===== src/rtl/sd_cmd_responder.sv =====
// SD card command-line responder: receives 48-bit host commands on CMD, checks CRC7,
// and returns an R1-style response after NCR_CYCLES SD-clock falling edges.
module sd_cmd_responder #(
    parameter int unsigned NCR_CYCLES = 2
) (
    input  logic        i_clock,
    input  logic        i_reset_n,
    input  logic        i_SD_clock,
    input  logic        i_SD_cmd,
    output logic        o_SD_cmd,
    output logic        o_SD_cmd_oe,
    input  logic [31:0] i_card_status,
    output logic        o_cmd_valid,
    output logic [5:0]  o_cmd_index,
    output logic [31:0] o_cmd_arg,
    output logic        o_crc_error,
    output logic        o_busy
);

    typedef enum logic [2:0] {StIdle, StRx, StCheck, StWait, StTx} state_e;

    function automatic logic [6:0] crc7(input logic [39:0] data);
        logic [6:0] crc;
        logic       fb;
        crc = 7'd0;
        for (int i = 39; i >= 0; i--) begin
            fb  = data[i] ^ crc[6];
            crc = {crc[5:0], 1'b0};
            if (fb) crc = crc ^ 7'h09;
        end
        return crc;
    endfunction

    state_e      state_q, state_d;
    logic [1:0]  clk_sync_q, cmd_sync_q;
    logic        clk_prev_q;
    logic [46:0] rx_sr_q, rx_sr_d;
    logic [5:0]  rx_cnt_q, rx_cnt_d;
    logic [6:0]  wait_cnt_q, wait_cnt_d;
    logic [47:0] tx_sr_q, tx_sr_d;
    logic [5:0]  tx_cnt_q, tx_cnt_d;
    logic        cmd_out_q, cmd_out_d;
    logic        oe_q, oe_d;
    logic        valid_q, valid_d;
    logic        crc_err_q, crc_err_d;
    logic [5:0]  index_q, index_d;
    logic [31:0] arg_q, arg_d;

    logic        sd_rise, sd_fall, cmd_bit;
    logic [6:0]  rx_crc, tx_crc;

    // Both lines share the same synchronizer depth so a sampled CMD bit lines up with its edge.
    always_ff @(posedge i_clock or negedge i_reset_n) begin
        if (!i_reset_n) begin
            clk_sync_q <= 2'b00;
            cmd_sync_q <= 2'b11;
            clk_prev_q <= 1'b0;
        end else begin
            clk_sync_q <= {clk_sync_q[0], i_SD_clock};
            cmd_sync_q <= {cmd_sync_q[0], i_SD_cmd};
            clk_prev_q <= clk_sync_q[1];
        end
    end

    assign sd_rise = clk_sync_q[1] & ~clk_prev_q;
    assign sd_fall = ~clk_sync_q[1] & clk_prev_q;
    assign cmd_bit = cmd_sync_q[1];

    // rx_sr holds frame bits 46..0; the start bit (bit 47) is always 0.
    assign rx_crc = crc7({1'b0, rx_sr_q[46:8]});
    assign tx_crc = crc7({2'b00, rx_sr_q[45:40], i_card_status});

    always_comb begin
        state_d    = state_q;
        rx_sr_d    = rx_sr_q;
        rx_cnt_d   = rx_cnt_q;
        wait_cnt_d = wait_cnt_q;
        tx_sr_d    = tx_sr_q;
        tx_cnt_d   = tx_cnt_q;
        cmd_out_d  = cmd_out_q;
        oe_d       = oe_q;
        valid_d    = 1'b0;
        crc_err_d  = 1'b0;
        index_d    = index_q;
        arg_d      = arg_q;
        unique case (state_q)
            StIdle: begin
                if (sd_rise && !cmd_bit) begin
                    state_d  = StRx;
                    rx_sr_d  = '0;
                    rx_cnt_d = 6'd0;
                end
            end
            StRx: begin
                if (sd_rise) begin
                    rx_sr_d = {rx_sr_q[45:0], cmd_bit};
                    if (rx_cnt_q == 6'd46) state_d = StCheck;
                    else                   rx_cnt_d = rx_cnt_q + 6'd1;
                end
            end
            StCheck: begin
                state_d = StIdle;
                if (rx_sr_q[46] && rx_sr_q[0]) begin
                    if (rx_crc != rx_sr_q[7:1]) begin
                        crc_err_d = 1'b1;
                    end else begin
                        valid_d = 1'b1;
                        index_d = rx_sr_q[45:40];
                        arg_d   = rx_sr_q[39:8];
                        tx_sr_d = {2'b00, rx_sr_q[45:40], i_card_status, tx_crc, 1'b1};
                        if (rx_sr_q[45:40] != 6'd0) begin
                            state_d    = StWait;
                            wait_cnt_d = 7'd0;
                        end
                    end
                end
            end
            StWait: begin
                if (sd_fall) begin
                    if (wait_cnt_q == 7'(NCR_CYCLES - 1)) begin
                        state_d   = StTx;
                        oe_d      = 1'b1;
                        cmd_out_d = tx_sr_q[47];
                        tx_sr_d   = {tx_sr_q[46:0], 1'b0};
                        tx_cnt_d  = 6'd0;
                    end else begin
                        wait_cnt_d = wait_cnt_q + 7'd1;
                    end
                end
            end
            StTx: begin
                // tx_cnt counts bits driven after the start bit; 47 means the end bit is out.
                if (sd_fall) begin
                    if (tx_cnt_q == 6'd47) begin
                        oe_d      = 1'b0;
                        cmd_out_d = 1'b1;
                        state_d   = StIdle;
                    end else begin
                        cmd_out_d = tx_sr_q[47];
                        tx_sr_d   = {tx_sr_q[46:0], 1'b0};
                        tx_cnt_d  = tx_cnt_q + 6'd1;
                    end
                end
            end
            default: state_d = StIdle;
        endcase
    end

    always_ff @(posedge i_clock or negedge i_reset_n) begin
        if (!i_reset_n) begin
            state_q    <= StIdle;
            rx_sr_q    <= '0;
            rx_cnt_q   <= 6'd0;
            wait_cnt_q <= 7'd0;
            tx_sr_q    <= '0;
            tx_cnt_q   <= 6'd0;
            cmd_out_q  <= 1'b1;
            oe_q       <= 1'b0;
            valid_q    <= 1'b0;
            crc_err_q  <= 1'b0;
            index_q    <= 6'd0;
            arg_q      <= 32'd0;
        end else begin
            state_q    <= state_d;
            rx_sr_q    <= rx_sr_d;
            rx_cnt_q   <= rx_cnt_d;
            wait_cnt_q <= wait_cnt_d;
            tx_sr_q    <= tx_sr_d;
            tx_cnt_q   <= tx_cnt_d;
            cmd_out_q  <= cmd_out_d;
            oe_q       <= oe_d;
            valid_q    <= valid_d;
            crc_err_q  <= crc_err_d;
            index_q    <= index_d;
            arg_q      <= arg_d;
        end
    end

    assign o_SD_cmd    = cmd_out_q;
    assign o_SD_cmd_oe = oe_q;
    assign o_cmd_valid = valid_q;
    assign o_crc_error = crc_err_q;
    assign o_cmd_index = index_q;
    assign o_cmd_arg   = arg_q;
    assign o_busy      = (state_q != StIdle);

endmodule


===== config.mk =====
export PLATFORM = sky130hd
export DESIGN_NAME = sd_cmd_responder
export DESIGN_NICKNAME = d
export VERILOG_FILES = /design/src/rtl/sd_cmd_responder.sv
export SDC_FILE = /design/constraint.sdc
export NUM_CORES = 1
export LEC_CHECK = 0
export ABC_AREA = 1
export CAP_MARGIN = 15
export CORE_MARGIN = 2
export CORE_UTILIZATION = 36
export DETAILED_ROUTE_END_ITERATION = 10
export PLACE_DENSITY = 0.51
export SYNTH_ARGS = -nofsm -noshare
export SYNTH_HDL_FRONTEND = slang
export SYNTH_SLANG_ARGS = --single-unit

===== constraint.sdc =====
create_clock -name i_clock -period 3.55 [get_ports i_clock]
set_input_delay 0.5325 -clock i_clock [delete_from_list [all_inputs] [get_ports i_clock]]
set_output_delay 0.5325 -clock i_clock [all_outputs]
set_load 0.01 [all_outputs]

[Yosys cells after proc, flatten, opt, wreduce, memory -nomap -nowiden]
Cells that the tools add are included.
Cells by class
  mux-type cells: 129
  bitwise operators: 155
  reductions and logical operators: 19
  equal/unequal tests: 21
  $add $sub $neg: 3
Operator list (count)
  two-way mux 4 bit: 77
  two-way mux 48 bit: 6
  inverter 2 bit: 75
  case mux 48 bit (3 select lines): 1
  two-way mux 47 bit: 2
  case mux 47 bit (2 select lines): 1
  bitwise XOR 1 bit: 69
  two-way mux 6 bit: 7
  two-way mux 7 bit: 5
  inequality test 2 bit, second input constant: 13
  case mux 6 bit (2 select lines): 2
  two-way mux 3 bit: 7
  case mux 3 bit (5 select lines): 1
  two-way mux 1 bit: 14
  case mux 7 bit (2 select lines): 1
  AND reduction 7 bit: 2
  adder 6 x 1 -> 6 bit, second input constant: 2
  equality test 6 bit, second input constant: 2
  AND reduction 5 bit: 2
  AND reduction 4 bit: 2
  adder 7 x 1 -> 7 bit, second input constant: 1
  equality test 7 x 1 -> 1 bit, second input constant: 1
  inequality test 7 bit: 1
  equality test 3 x 2 -> 1 bit, second input constant: 2
  15 further kinds: 31
Word-level totals
  input bits: 36
  register bits: 164
  logic and storage cells: 342

[Logic depth before layout (Yosys ltp)]
  depth in word-level cells: 81
  mapped depth: 35
  mapped depth without buffers: 33

[Worst setup path before layout]
OpenSTA, ideal clock, no wires.
  path type: reg2reg
  start point: register rx_sr_q[43]
  end point: register tx_sr_q[19]
  buffers on the path: 3
  library setup time: 0.117 ns
  clock period less this slack: 2.999 ns
  arrival time: 2.882 ns
  setup slack: 0.551 ns
  cell stages (with the launch flop): 32
  cell sequence: dfrtp_1 > buf_2 > inv_2 > nand2_1 > nand2_1 > nand2_1 > nand2_1 > nand2_1 > nand2_1 > nand2_1 > nand2_1 > nand2_1 > nand3_1 > nand2_1 > nand2_1 > nand3_1 > nand2_1 > nand3_1 > nand2_1 > nand2_1 > nand2_1 > nand2_1 > nand2_1 > nand3_1 > nor2_2 > nand2_1 > nand2_4 > nand2_4 > buf_6 > buf_6 > nand2_1 > nand2_1
Between the ends
  word-level cells in the longest chain between the ends: 35
  elaborated cells on any way between the ends: 90
Ends and longest elaborated chain
  start: declaration: line 37  | logic [46:0] rx_sr_q, rx_sr_d;
  start signal: assignment: line 165  | rx_sr_q <= rx_sr_d;
  bitwise XOR 1 bit *: line 27  | fb = data[i] ^ crc[6];
  two-way mux 4 bit *: line 29  | if (fb) crc = crc ^ 7'h09;
  two-way mux 4 bit / bitwise XOR 1 bit (equally long branches): line 29, 27
  two-way mux 4 bit: line 29
  inverter 2 bit (no line) / two-way mux 4 bit (equally long branches)
  two-way mux 4 bit: line 29
  bitwise XOR 1 bit / inverter 2 bit (equally long branches)
  two-way mux 4 bit: line 29
  [19 not listed]
  two-way mux 4 bit: line 29
  inverter 2 bit (no line) / two-way mux 4 bit (equally long branches)
  two-way mux 4 bit: line 29
  bitwise XOR 1 bit / inverter 2 bit (equally long branches)
  two-way mux 4 bit: line 29
  inequality test 7 bit *: line 104  | if (rx_crc != rx_sr_q[7:1]) begin
  inequality test 2 bit (no line) *
  AND reduction 7 bit (no line) *
  end signal: assignment: line 168  | tx_sr_q <= tx_sr_d;
  end: declaration: line 40  | logic [47:0] tx_sr_q, tx_sr_d;
Mark *: on every way between the ends. The rest lies on a longest branch, timed or not.
A chain may end at the register's enable or synchronous reset.

[Final worst setup path]
  start point: register rx_sr_q[40]
  end point: register tx_sr_q[34]
Between the ends
  word-level cells in the longest chain between the ends: 33
  elaborated cells on any way between the ends: 81
Ends and longest elaborated chain (line)
  bitwise XOR 1 bit *: 27
  two-way mux 4 bit *: 29
  two-way mux 4 bit (2 in series): 29
  inverter 2 bit (no line)
  two-way mux 4 bit: 29
  bitwise XOR 1 bit: 27
  two-way mux 4 bit (3 in series): 29
  inverter 2 bit (no line)
  [12 not listed]
  two-way mux 4 bit: 29
  bitwise XOR 1 bit: 27
  two-way mux 4 bit (3 in series): 29
  inverter 2 bit (no line)
  two-way mux 4 bit: 29
  inequality test 7 bit *: 104
  inequality test 2 bit (no line) *
  AND reduction 7 bit (no line) *
Marked as above.

==> metrics list <==
- The internal power of the cells totals 4.05 mW.
* Number of buffers inserted by port buffering: 78
- Slew margin rel.: 0.293
- After synthesis, the cell types taking the most area are dfrtp_1 43%, nand2_1 20%, nand3_1 12%.
* Pleak: 6.11 nW
* Worst setup EP type: flop
- Syn Inst Count: 1357
* Vias in the first global route: 8452
* NetSw: 2.77 mW
- Post-Route Skew: 0.0170 ns
- Entering global routing, the biggest net connects 81 pins.
- Die W: 166 microns
- After layout, the minimum clock period comes to 3.38 ns.
* Number of buffers on the longest clock path: 2
- At the pin with the least slew margin, the transition time is 1.06 ns.
- Setup violations remaining at the end of the flow were counted as 0.
- Post-synthesis cell type count: 35
- The worst setup path is launched from a flop.
- Share of final-layout standard cells stronger than drive strength 1: 0.221
- The final hold violation count was 0.
* Overall global routing resource usage: 0.188
* Yosys top cell area share: 0.427
* Crit-path max cell delay: 0.44 ns
- Clock Latency Late Sink: 0.44 ns
- Measured along the y axis, the die boundary spans 166 microns.
* Number of remaining DRC errors: 0
* CTS H-Tree Depth: 4
- The number of antenna diodes in the final layout is 0.
* Fmax: 0.296 GHz
- In the global route stage, met2 resource usage came out at 0.322.
- The path class of the tightest hold or removal check is input pin to asynchronous set/reset pin.
* Routability Congestion: 0.845
* Buffer type at the clock tree root: clkbuf_16
* Vias post-DR: 8912
- Among cell families on the critical path, the largest total delay comes from simple AND/OR/NAND/NOR gates.
- Number of vias per cell: 4.91
- At the placement stage, the worst setup path has a slack of -0.0895 ns.
- After clock tree synthesis, the clock-pin slew on the worst setup and hold paths is 0.08 ns.
- Growth of design area from synthesis to finish: 34.8%
* Run status: finished clean
- The first routing iteration left 480 violations.
* Share of the clock period used by the worst path after layout: 0.952
* Total CTS buffers: 17
- Summing every instance area after synthesis gives 0.00943 sq mm.
- Data arrival time of the critical path: 3.70 ns
- Grt met1 use: 0.248
- The count of nets left with antenna violations once routing finished came out at 0.
- Clock tree from TritonCTS: done
* Initial standard-cell utilization of the core: 0.364
- The first detailed-routing pass ran for 5 iterations.
* Most heavily used metal layer in global routing: met2
- In this run, synthesis produced a sequential element count of 164.
* Total count of max-transition violations in the final report: 0
- Post-layout util: 0.491
- Dividing total power by cell area gives a power density of 537 mW/mm^2.
* Required time of the worst setup path: 3.88 ns
* Warnings from Yosys: 0
* Critical path class: flop to flop
* Highest net fanout along the worst path: 8
- Global-route track usage on met3: 0.0348
- dfrtp_1 takes more of the synthesized area than any other cell.
- Dividing the detail-routed wire length by the instance count gives 14.7 microns.
- Total wirelength of the detailed-routed design: 26.8 mm
- In this run the standard cell core region covers 0.0259 sq mm.
- First-pass GRT wire length: 42.8 mm
* Remaining Overflow, GRT: 0
* Maximum capacitance violations: 0
* Top Ports: 79
- The floorplan has 59 rows.
- Combinational fraction of design power: 0.385
- Final-layout worst hold slack: 0.0749 ns
- Of the total power, the share spent switching nets is 0.406.
- The number of antenna violations at the first check in global routing came to 0.
* Peak supply drop: 0.296 mV
- Post-synthesis area per instance: 6.95 sq um
- The critical path contains buffers and inverters numbering 5 combined.
* Worst setup margin: 0.171 ns
- The number of nets in the synthesized netlist is 1398.
- The clock net in this run drives a total of 164 sinks.
* Number of nets in the finished design: 1509
- Summed over all failing endpoints, the final setup total negative slack is 0 ns.
- The share of total power dissipated in sequential elements is 0.344.
- The share of total power dissipated in the clock network is 0.271.
- Hold repair after CTS inserted 0 buffers.
* Post-DP HPWL: 17.7 mm
- The share of the Yosys chip area taken by registers is 0.435.
* Die area: 0.0275 sq mm
- Worst-path cell with the longest stage delay: dfrtp_1
==> registers in the layout, summed over array words and instances, names as in the netlist <==
name         count
o_cmd_index      6
tx_sr_q         48
wait_cnt_q       7
clk_sync_q       2
o_SD_cmd         1
rx_cnt_q         6
state_q          3
tx_cnt_q         6
o_cmd_valid      1
o_cmd_arg       32
o_crc_error      1
clk_prev_q       1
o_SD_cmd_oe      1
rx_sr_q         47
cmd_sync_q       2
==> Yosys cell counts <==
cell,n
nand2_1,501
nand3_1,219
dfrtp_1,161
inv_1,147
o21ai_0,131
nor2_1,40
clkbuf_1,31
xor2_1,23
buf_2,13
nor3_1,13
a21oi_1,12
nand2_2,10
xnor2_1,8
inv_2,6
ha_1,5
nor3b_1,5
nand4_1,4
a31oi_1,3
buf_6,3
dfstp_2,3
nand2_4,2
nand2b_1,2
nand3_2,2
o21ai_1,2
a2111oi_1,1
a2111oi_2,1
a21o_1,1
clkinv_1,1
nand3b_1,1
nor2_2,1
o22a_1,1
o22ai_1,1
or2_1,1
or2_2,1
or4_1,1
==> cell type report <==
type                    count  area, sq um
well taps                 335          419
multi-input cells         992         5630
clock inverters            14          136
clock buffers              18          439
fillers                  2507        13200
repair buffers            139         1390
flip-flops and latches    164         4120
inverters                 154          583
==> through the flow <==
step                      cells  power (mW)  instance area [sq um]
after floorplan            1357        4.01                   9430
after global placement     1762        4.68                  10800
after detailed placement   1762        4.71                  10800
after CTS                  1794        6.58                  11400
after global routing       1816        7.34                  12700
final                      1816        6.82                  12700
==> power by group through the flow <==
stage	Combinational [mW]	Clock, mW	Sequential, mW
after floorplan	1.68	0	2.33
after global placement	2.30	0	2.38
after detailed placement	2.34	0	2.37
after CTS	2.35	1.89	2.34
after global routing	2.98	1.98	2.38
final	2.63	1.85	2.35
==> final timing paths <==
path,from,to,slack (ns),cells past startpoint
worst max-delay path,rx_sr_q[40]$_DFFE_PN0P_,tx_sr_q[34]$_DFFE_PN0P_,0.17,31
worst min-delay path,i_reset_n,tx_sr_q[24]$_DFFE_PN0P_,0.07,1
worst max register to register,rx_sr_q[40]$_DFFE_PN0P_,tx_sr_q[34]$_DFFE_PN0P_,0.17,31
worst min register to register,clk_sync_q[0]$_DFF_PN0_,clk_sync_q[1]$_DFF_PN0_,0.36,0
max in group asynchronous,i_reset_n,o_SD_cmd$_DFFE_PN1P_,2.55,2
min in group i_clock,clk_sync_q[0]$_DFF_PN0_,clk_sync_q[1]$_DFF_PN0_,0.36,0
==> kinds of logic after synthesis <==
kind of cell	share of synthesized area
adders and majority gates	0.00663
AOI/OAI and AO/OA	0.0840
and+or+nand+nor	0.361
xor gates and xnor gates	0.0288
DFF	0.435
buffers and inverters	0.0841
==> cells in the final DEF (no fill, tap or decap), types with 4 or more instances in the layout <==
cell type	netlist	final
a21oi_1	12	11
buf_6	3	10
nand3_4	0	20
nand3_1	219	160
dfrtp_2	0	6
nand2_4	2	52
nand3_2	2	41
o21ai_0	131	131
ha_1	5	5
nor3b_1	5	5
inv_6	0	4
nor2_1	40	37
dfrtp_1	161	155
clkdlybuf4s50_1	0	77
xor2_2	0	8
inv_1	147	128
nand2_1	501	394
clkbuf_16	0	20
nand2_2	10	66
buf_12	0	5
nor3_1	13	12
inv_2	6	23
xnor2_1	8	6
inv_8	0	5
nand4_1	4	4
buf_4	0	44
xor2_1	23	15
==> repair_timing <==
| action | CTS | global route |
|---|---|---|
| gates resized for setup | 1 | 285 |
| setup buffers | 0 | 16 |
| gates cloned | 0 | 6 |
| endpoints found under the setup margin | 1 | 97 |
| pin swaps | 0 | 57 |
==> per-layer routing <==
layer  part of all wire  up-vias
met1               0.46     4204
li1                   -     4547
met2               0.50      137
met5                  0        -
met3              0.025       24
met4              0.015        0
Note: power is estimated with default switching activity, not from simulation.
